**src/rtl/ram_burst_reader.sv**
```systemverilog
// ram_burst_reader: reads a run of consecutive words from a DualPortRam that
// has a one-cycle registered read. The words come out in address order on a
// valid/ready stream. A two-entry buffer absorbs the RAM latency. It sustains
// one word per cycle and never drops a word under backpressure.
//
// Stream handshake: a word transfers on a rising edge where o_valid and
// i_ready are both high. Once o_valid is raised, it stays high and o_data
// stays unchanged until that transfer happens. o_valid does not depend
// combinationally on i_ready.
module ram_burst_reader #(
  parameter int XLEN       = 32,
  parameter int ADDR_WIDTH = 5
) (
  input  logic                  i_clk,
  input  logic                  i_rst_n,
  input  logic                  i_start,
  input  logic [ADDR_WIDTH-1:0] i_baseAddr,
  input  logic [ADDR_WIDTH:0]   i_len,
  output logic                  o_busy,
  output logic                  o_done,
  output logic [ADDR_WIDTH-1:0] o_rAddr,
  input  logic [XLEN-1:0]       i_q,
  output logic                  o_valid,
  output logic [XLEN-1:0]       o_data,
  input  logic                  i_ready,
  output logic [1:0]            o_dbgState,
  output logic [1:0]            o_dbgCount
);

  typedef enum logic [1:0] {
    IDLE  = 2'd0,
    READ  = 2'd1,
    DRAIN = 2'd2
  } state_t;

  state_t state;
  state_t stateNext;

  // Address currently presented to the RAM and reads still to be issued.
  logic [ADDR_WIDTH-1:0] rAddr;
  logic [ADDR_WIDTH:0]   remaining;
  // High for the one cycle in which the RAM output holds a word we asked for.
  logic                  inflight;
  logic                  done;

  // Two-entry buffer; buf0 is always the oldest word.
  logic [1:0]            count;
  logic [XLEN-1:0]       buf0;
  logic [XLEN-1:0]       buf1;

  logic                  pop;
  logic                  push;
  logic                  issue;
  logic                  startBurst;
  logic                  startEmpty;
  logic                  finish;
  logic [2:0]            occupancy;

  // State register.
  always_ff @(posedge i_clk or negedge i_rst_n) begin
    if (!i_rst_n) begin
      state <= IDLE;
    end else begin
      state <= stateNext;
    end
  end

  // Next-state decode, read issue decision and stream outputs.
  always_comb begin
    stateNext  = state;
    startBurst = 1'b0;
    startEmpty = 1'b0;
    issue      = 1'b0;
    finish     = 1'b0;
    pop        = (count != 2'd0) && i_ready;
    push       = inflight;
    // Slots that are taken or promised: buffered words plus the word in flight.
    occupancy  = {1'b0, count} + {2'b00, inflight};

    case (state)
      IDLE: begin
        if (i_start) begin
          if (i_len != '0) begin
            startBurst = 1'b1;
            stateNext  = READ;
          end else begin
            startEmpty = 1'b1;
          end
        end
      end
      READ: begin
        // Issue only if the word can land without exceeding two slots, after
        // counting this cycle's pop.
        if ((remaining != '0) && (occupancy < (3'd2 + {2'b00, pop}))) begin
          issue = 1'b1;
          if (remaining == {{ADDR_WIDTH{1'b0}}, 1'b1}) begin
            stateNext = DRAIN;
          end
        end
      end
      DRAIN: begin
        // The burst ends when the last buffered word leaves and nothing is in flight.
        if (!inflight && (count == 2'd1) && pop) begin
          finish    = 1'b1;
          stateNext = IDLE;
        end
      end
      default: begin
        stateNext = IDLE;
      end
    endcase

    o_busy     = (state != IDLE);
    o_done     = done;
    o_rAddr    = rAddr;
    o_valid    = (count != 2'd0);
    o_data     = buf0;
    o_dbgState = state;
    o_dbgCount = count;
  end

  // Address walk, remaining count, in-flight flag and done pulse.
  always_ff @(posedge i_clk or negedge i_rst_n) begin
    if (!i_rst_n) begin
      rAddr     <= '0;
      remaining <= '0;
      inflight  <= 1'b0;
      done      <= 1'b0;
    end else begin
      done     <= startEmpty | finish;
      inflight <= issue;
      if (startBurst) begin
        rAddr     <= i_baseAddr;
        remaining <= i_len;
      end else if (issue) begin
        // Wraps naturally past the top of the address space.
        rAddr     <= rAddr + 1'b1;
        remaining <= remaining - 1'b1;
      end
    end
  end

  // Output buffer: push from the RAM, pop to the consumer, and keep order
  // when both happen in the same cycle.
  always_ff @(posedge i_clk or negedge i_rst_n) begin
    if (!i_rst_n) begin
      count <= 2'd0;
      buf0  <= '0;
      buf1  <= '0;
    end else begin
      case ({push, pop})
        2'b10: begin
          if (count == 2'd0) begin
            buf0 <= i_q;
          end else begin
            buf1 <= i_q;
          end
          count <= count + 2'd1;
        end
        2'b01: begin
          buf0  <= buf1;
          count <= count - 2'd1;
        end
        2'b11: begin
          if (count == 2'd1) begin
            buf0 <= i_q;
          end else begin
            buf0 <= buf1;
            buf1 <= i_q;
          end
        end
        default: begin
        end
      endcase
    end
  end

  // Buffered words plus the word in flight never exceed the two slots.
  assert property (@(posedge i_clk) disable iff (!i_rst_n)
    ({1'b0, count} + {2'b00, inflight}) <= 3'd2);

endmodule

```
**config.mk**
```make
export PLATFORM = sky130hd
export DESIGN_NAME = ram_burst_reader
export DESIGN_NICKNAME = d
export VERILOG_FILES = /design/src/rtl/ram_burst_reader.sv
export SDC_FILE = /design/constraint.sdc
export NUM_CORES = 1
export LEC_CHECK = 0
export CAP_MARGIN = 20
export CORE_MARGIN = 2
export CORE_UTILIZATION = 33
export DETAILED_ROUTE_END_ITERATION = 6
export PLACE_DENSITY = 0.67
export SLEW_MARGIN = 25
export SYNTH_ARGS = -nofsm -noshare
export SYNTH_HDL_FRONTEND = slang
export SYNTH_SLANG_ARGS = --single-unit
```
**constraint.sdc**
```tcl
create_clock -name i_clk -period 5.54 [get_ports i_clk]
set_clock_uncertainty 0.15 [all_clocks]
set_input_delay 1.108 -clock i_clk [delete_from_list [all_inputs] [get_ports i_clk]]
set_output_delay 1.108 -clock i_clk [all_outputs]
set_load 0.02 [all_outputs]
```
Yosys cells after proc, flatten, opt, wreduce, memory -nomap -nowiden. Cells that the tools add are included.

Eq/ne operators: 15. $add $sub $neg: 6. Mux-type cells: 27. Reductions and logical operators: 18. Bitwise gates (word level): 1. Order comparisons: 1.

Operators by type and width (number): 32-bit two-way mux (4); 32-bit case mux with 3 select lines (1); 32-bit case mux with 2 select lines (1); 2-bit != test (second input constant) (8); 6-bit two-way mux (2); 6-bit nonzero test (2); 1-bit two-way mux (10); 2-bit two-way mux (5); 5-bit two-way mux (2); 2-bit nonzero test (5); 2-bit by 1-bit == test with 1-bit output (second input constant) (3); 2-bit == test (second input constant) (3); 6-bit by 1-bit == test with 1-bit output (second input constant) (1); 2-bit case mux with 3 select lines (1); 6-bit by 1-bit subtractor with 6-bit output (second input constant) (1); 5-bit by 1-bit adder with 5-bit output (second input constant) (1); 5-bit AND reduction (1); 1-bit logical AND (4); 2-bit logical NOT (2); 2-bit case mux with 2 select lines (1); 2-bit by 1-bit adder with 3-bit output (1); 2-bit by 1-bit adder with 3-bit output (first input constant) (1); 3-bit less-than comparator (1); 3-bit AND reduction (1); other kinds (6) (6).

Register bits after elaboration: 81. Input port bits: 47.

Depth between registers and ports, before layout. Gate-level depths: netlist (run 1).

Depth after elaboration: 9. Depth in mapped cells: 9. Depth with buffers taken out: 8.

Least setup slack after synthesis (run 1). Ideal clock, no wire load.

Path kind: input to register. From: input i_ready. To: register buf1[10]. Library setup time: 125 ps. Arrival: 2666 ps. Data required time: 5265 ps. Cell stages on the path: 6. Slack: 2599 ps. Path buffers: 1. Cell sequence: nor2b_1 -> inv_1 -> ha_1 -> o211ai_1 -> clkbuf_1 -> mux2_2.

Cells in the longest elaborated chain, start to end: 4. Elaborated cells between the ends (all ways): 8.

RTL lines: from (decl) (RTL line 25) `input logic i_ready,`; 1-bit logical AND (*) (RTL line 75) `pop = (count != 2'd0) && i_ready;`; 2-bit == test (RTL line 151) `case ({push, pop})`; 2-bit != test (no source line) / 2-bit nonzero test (equally long branches); 3-bit AND reduction (no source line); to (signal assigned) (RTL line 156) `buf1 <= i_q;`; to (signal assigned) (RTL line 169) `buf1 <= i_q;`; to (decl) (RTL line 49) `logic [XLEN-1:0] buf1;`.

Every way passes the cells marked *; elsewhere a longest branch is shown, timed or not. A chain may end at the register's enable or synchronous reset.

Worst setup path after layout (run 1).
From: input i_ready. To: register buf1[2].

The elaborated chain is that of the path after synthesis.

==> results of run 1 <==
[through the flow]
| step | cells | setup slack (ns) | power [mW] | utilization |
|---|---|---|---|---|
| 6_report | 557 | 2.34 | 3.14 | 0.452 |
| 5_1_grt | 557 | 2.20 | 3.39 | 0.452 |
| 4_1_cts | 557 | 2.10 | 3.19 | 0.452 |
| 3_5_place_dp | 541 | 1.74 | 2.77 | 0.435 |
| 3_3_place_gp | 541 | 1.84 | 2.72 | 0.435 |
| 2_1_floorplan | 326 | 2.60 | 2.23 | - |
[final cells by class]
| cell class | count | area, um^2 |
|---|---|---|
| Inverter | 17 | 63.8 |
| Timing Repair Buffer | 93 | 925 |
| Fill cell | 1033 | 5960 |
| Tap cell | 140 | 175 |
| Clock inverter | 6 | 50.0 |
| Clock buffer | 10 | 138 |
| Sequential cell | 81 | 2030 |
| Multi-Input combinational cell | 210 | 1550 |
[worst max-delay path, delay by kind of cell]
kind | cells | cell delay [ns]
and+or+nand+nor | 2 | 0.48
buffers and inverters | 2 | 0.87
adders and majority gates | 1 | 0.31
AOI/OAI and AO/OA | 1 | 0.10
muxes | 1 | 0.39
[routing by layer]
layer / global-route usage / up-vias / part of all wire
li1: - / 1357 / -
met1: 0.166 / 1340 / 0.45
met2: 0.232 / 64 / 0.49
met3: 0.0459 / 4 / 0.060
met4: 0.0353 / 0 / 0.0056
met5: 0 / - / 0
[cell usage in the layout (no fill, tap or decap), types with 2 or more instances in the layout]
cell type / count
clkdlybuf4s50_1: 89
dfrtp_1: 81
nand2_1: 41
o21ai_0: 33
a22oi_1: 32
mux2_2: 32
inv_1: 16
ha_1: 11
clkbuf_8: 10
nor2_1: 6
o22ai_1: 6
nor3_1: 4
xnor2_1: 4
nand4_1: 3
a21oi_1: 3
a31oi_1: 3
a221oi_2: 3
buf_4: 3
nor2b_1: 2
nor4_1: 2
nor3b_1: 2
a21bo_2: 2
o211ai_1: 2
a211oi_1: 2
inv_6: 2
[cells by family (layout without fill, tap and decap cells)]
family,count (synthesis),after routing,share of synthesized area
mux,32,32,0.0972
buf+inv,35,126,0.0405
flops,81,81,0.547
fa+ha+maj,11,11,0.0371
xor+xnor,4,4,0.00945
simple gates,67,67,0.0861
compound gates,96,96,0.183
[cell usage after synthesis (4+ instances only)]
cell type and count:
dfrtp_1 81, nand2_1 41, o21ai_0 33, a22oi_1 32, mux2_2 32, clkbuf_1 16
inv_1 16, ha_1 11, nor2_1 6, o22ai_1 6, a21oi_1 4, nor3_1 4
xnor2_1 4
[power breakdown]
part           leakage (nW)  total, mW  switching (mW)  internal [mW]
clock                0.0952      0.409           0.227          0.182
combinational         0.987       1.65           0.867          0.782
sequential            0.970       1.08           0.188          0.891
[path summary, 6_finish.rpt]
check	to	slack (ns)	cells past startpoint
max in group asynchronous	o_rAddr[4]	4.08	1
worst max-delay path	buf1[2]	2.34	7
worst max register to register	buf1[2]	2.75	8
worst min-delay path	o_data[31]	0.34	2
worst min register to register	o_data[31]	0.34	2
min in group asynchronous	o_data[7]	0.62	1
[sequential cells by signal, summed over array words and instances, names as in the netlist]
signal      cells
o_rAddr         5
remaining       6
o_dbgState      2
inflight        1
o_data         32
buf1           32
o_done          1
o_dbgCount      2
==> results.py, run 1 <==
metrics = {
    "synth": {
        "ys_seq_area_frac": 0.547,
        "synth_edf_count": 0,
        "synth.largest_area_cell": "dfrtp_1",
        "ys_ff_latch": 81,
        "synth_area_um2": 3710,
        "synth_cell_types": 41,
        "synth_ff_type": "dfrtp_1",
        "yosysWarningCount": 0,
        "avgSynthCellArea_um2": 11.4,
        "syn_nets": 384,
        "async_reset_ff_frac": 1.00,
        "synth_top_area_frac": 0.547,
        "synth_area_leaders": "dfrtp_1 (55%), mux2_2 (9.7%), a22oi_1 (6.5%)",
        "synth_cells": 326,
    },
    "power": {
        "leakagePower_nw": 2.05,
        "p_per_area_nw_per_um2": 637,
        "ir_worst_vdd_v": 0.000278,
    },
    "cts": {
        "clk_path_buf_depth": 2,
        "clk_pin_slew_ns": 0.09,
        "cts_tree": "built",
        "cts_resized": 0,
        "htree_levels": 3,
        "root_buffer": "clkbuf_8",
        "cts_setup_buffers": 0,
        "clock_latency_ns": 0.34,
        "cts_buffers": 9,
        "cts_hold_buf": 0,
        "clkSinkCount": 81,
    },
    "critical_path": {
        "worstPathArrival_ns": 3.27,
        "crit_start": "i_ready",
        "crit_slowest_cell": "clkdlybuf4s50_1",
        "cp.required_ns": 5.61,
        "cpPeakStageDelay_ns": 0.47,
        "critPathLaunchType": "input port",
        "crit_fanout": 32,
        "crit_path_cell_trace": "clkdlybuf4s50_1 > nor2b_1 > ha_1 > nand2_1 > o211ai_1 > buf_4 > mux2_2",
        "endpoint_kind": "register",
        "crit_type": "input port to register",
        "rr_startpoint": "o_dbgCount[0]",
    },
    "die": {
        "rows": 38,
        "io_pins": 91,
        "core_um2": 10900,
        "start_util": 0.340,
        "dieArea_um2": 12100,
        "fp.dieH_um": 110,
        "die_w_um": 110,
    },
    "sta": {
        "fin_hold_ws_ns": 0.336,
        "finalCritPeriodShare": 0.578,
        "finalCriticalPeriod_ns": 3.20,
        "hold_violations": 0,
        "clock.fmax_ghz": 0.312,
        "worstMarginPinSlew_ns": 0.732,
        "rsz0062_at_grt": "no",
        "setup_tns_ns": 0,
        "finalSetupViolations": 0,
        "slew_headroom": 0.512,
        "drv_slew": 0,
    },
    "detailed_routing": {
        "drt_first_pass_iters": 4,
        "drt-total-wl_um": 7870,
        "wl_per_cell_um": 14.1,
        "drc": 0,
        "via_per_inst": 4.96,
        "drt-initial-drc-count": 94,
        "vias": 2765,
        "ant_nets": 0,
    },
    "final_layout": {
        "syn_to_final_growth_pct": 32.8,
        "fin_nets": 470,
        "post-route-cell-area_um2": 4920,
        "num_antenna_cells": 0,
        "drive_above_1_share": 0.165,
    },
    "global_routing": {
        "grt_pass1_vias": 2665,
        "antenna_found_initial": 0,
        "grt_pass1_wl_um": 12800,
        "grt_max_degree": 82,
        "grt_usage": 0.137,
        "overflow": 0,
    },
    "placed_design": {
        "hpwl_um": 5420,
        "port_buffers": 90,
        "postPlaceCellArea_um2": 4730,
        "gp_congestion": 0.759,
    },
    "min_path": {
        "min_path_type": "register to register",
        "worstHoldStart": "o_data[31]",
    },
    "run_status": {
        "status": "completed",
    },
    "job": {
        "cap_viol_max_count": 0,
    },
}
Note: power is estimated with default switching activity, not from simulation.
==> run 2: changes to the inputs <==
==> constraint.sdc (replaced) <==
create_clock -name i_clk -period 3 [get_ports i_clk]
set_clock_uncertainty 0.15 [all_clocks]
set_input_delay 0.6 -clock i_clk [delete_from_list [all_inputs] [get_ports i_clk]]
set_output_delay 0.6 -clock i_clk [all_outputs]
set_load 0.02 [all_outputs]
==> results.py, run 2 (synthesis gave the netlist of run 1 again) <==
metrics = {
    "placed_design": {
        "hpwl_um": 5830,
        "gp_congestion": 0.720,
        "port_buffers": 90,
    },
    "die": {
        "fp.dieH_um": 110,
        "dieArea_um2": 12100,
        "io_pins": 91,
        "die_w_um": 110,
        "rows": 38,
        "core_um2": 10900,
        "start_util": 0.340,
    },
    "sta": {
        "finalCriticalPeriod_ns": 2.62,
        "fin_hold_ws_ns": 0.0782,
        "finalCritPeriodShare": 0.873,
        "clock.fmax_ghz": 0.382,
        "drv_slew": 0,
        "hold_violations": 0,
        "rsz0062_at_grt": "no",
        "finalSetupViolations": 0,
        "worstMarginPinSlew_ns": 0.633,
        "slew_headroom": 0.577,
        "setup_tns_ns": 0,
    },
    "cts": {
        "cts_buffers": 9,
        "cts_setup_buffers": 0,
        "clock_latency_ns": 0.35,
        "cts_tree": "built",
        "clk_pin_slew_ns": 0.09,
        "cts_resized": 0,
        "root_buffer": "clkbuf_8",
        "htree_levels": 3,
        "cts_hold_buf": 0,
        "clk_path_buf_depth": 2,
        "clkSinkCount": 81,
    },
    "detailed_routing": {
        "drc": 0,
        "via_per_inst": 4.99,
        "drt-initial-drc-count": 120,
        "drt_first_pass_iters": 5,
        "vias": 2808,
        "ant_nets": 0,
        "wl_met3_um": 496,
        "drt-total-wl_um": 8200,
        "route.met2.wl_um": 3900,
        "wl_met1_um": 3680,
        "dr.max_layer_used": "met4",
        "wl_per_cell_um": 14.6,
    },
    "power": {
        "leakagePower_nw": 2.09,
        "power_mw": 5.94,
        "p_per_area_nw_per_um2": 1190,
        "ir_worst_vdd_v": 0.000484,
    },
    "global_routing": {
        "grt_pass1_wl_um": 13400,
        "overflow": 0,
        "grt_max_degree": 42,
        "grt_usage": 0.143,
        "antenna_found_initial": 0,
        "grt_pass1_vias": 2750,
    },
    "final_layout": {
        "num_antenna_cells": 0,
        "mostFrequentLayoutCell": "clkdlybuf4s50_1",
        "fin_nets": 476,
        "mostFrequentLayoutCells": "clkdlybuf4s50_1 (89), dfrtp_1 (81), nand2_1 (41), o21ai_0 (33)",
        "syn_to_final_growth_pct": 34.7,
        "drive_above_1_share": 0.175,
    },
    "critical_path": {
        "worstPathArrival_ns": 2.70,
        "endpoint_kind": "register",
        "cp.required_ns": 3.08,
        "crit_type": "register to register",
        "crit_fanout": 22,
        "critPathLaunchType": "register",
    },
    "job": {
        "cap_viol_max_count": 0,
    },
    "run_status": {
        "status": "completed",
    },
    "min_path": {
        "min_path_type": "input port to asynchronous set/reset pin",
    },
}
[run 2: cell count changes in the layout (fill, tap and decap cells not counted)]
cell and delta:
buf_12 +1, clkbuf_8 -1, a21o_2 -1, buf_6 -1, buf_4 +6, inv_6 -1, a21o_1 +1, bufinv_16 +1
clkinvlp_4 +1
[run 2: path summary, 6_finish.rpt]
path | from | end | slack [ns] | cells past startpoint
worst max-delay path | o_dbgCount[0] | buf1[11] | 0.38 | 8
worst min-delay path | i_rst_n | o_data[0] | 0.08 | 1
worst max register to register | o_dbgCount[0] | buf1[11] | 0.38 | 8
worst min register to register | o_data[10] | o_data[10] | 0.33 | 2
max in group asynchronous | i_rst_n | buf1[14] | 2.00 | 2
min in group i_clk | o_data[10] | o_data[10] | 0.33 | 2
[run 2: stage by stage]
| stage | setup WS [ns] | area (um^2) | util | instances |
|---|---|---|---|---|
| after floorplan | 0.343 | 3710 | - | 326 |
| after global placement | 0.180 | 4790 | 0.440 | 547 |
| after detailed placement | 0.130 | 4790 | 0.440 | 547 |
| after CTS | 0.370 | 4990 | 0.459 | 563 |
| after global routing | 0.215 | 4990 | 0.459 | 563 |
| final | 0.380 | 4990 | 0.459 | 563 |
[run 2: where the power goes]
group	leakage (nW)	switching (mW)	internal, mW	total [mW]
Clock	0.0977	0.433	0.394	0.827
Combinational	1.02	1.62	1.49	3.11
Sequential	0.970	0.355	1.64	2.00
[run 2: layer usage]
metal / vias to the layer above / global-route usage
li1: 1366 / -
met1: 1350 / 0.180
met3: 12 / 0.0382
met2: 80 / 0.234
met4: 0 / 0.0561
met5: - / 0
[run 2: layout make-up]
type                            count  area, um^2
Sequential cell                    81        2030
Tap cell                          140         175
Timing Repair Buffer               99         978
Clock buffer                        9         124
Fill cell                        1021        5900
Inverter                           17        63.8
Clock inverter                      7        78.8
Multi-Input combinational cell    210        1550
[run 2: worst max-delay path: stages, from the launching register on]
cell and delay [ns]:
dfrtp_1 0.46, inv_1 0.07, ha_1 0.30, nor2b_1 0.31, inv_1 0.10, ha_1 0.21
o211ai_1 0.20, buf_4 0.33, mux2_2 0.38
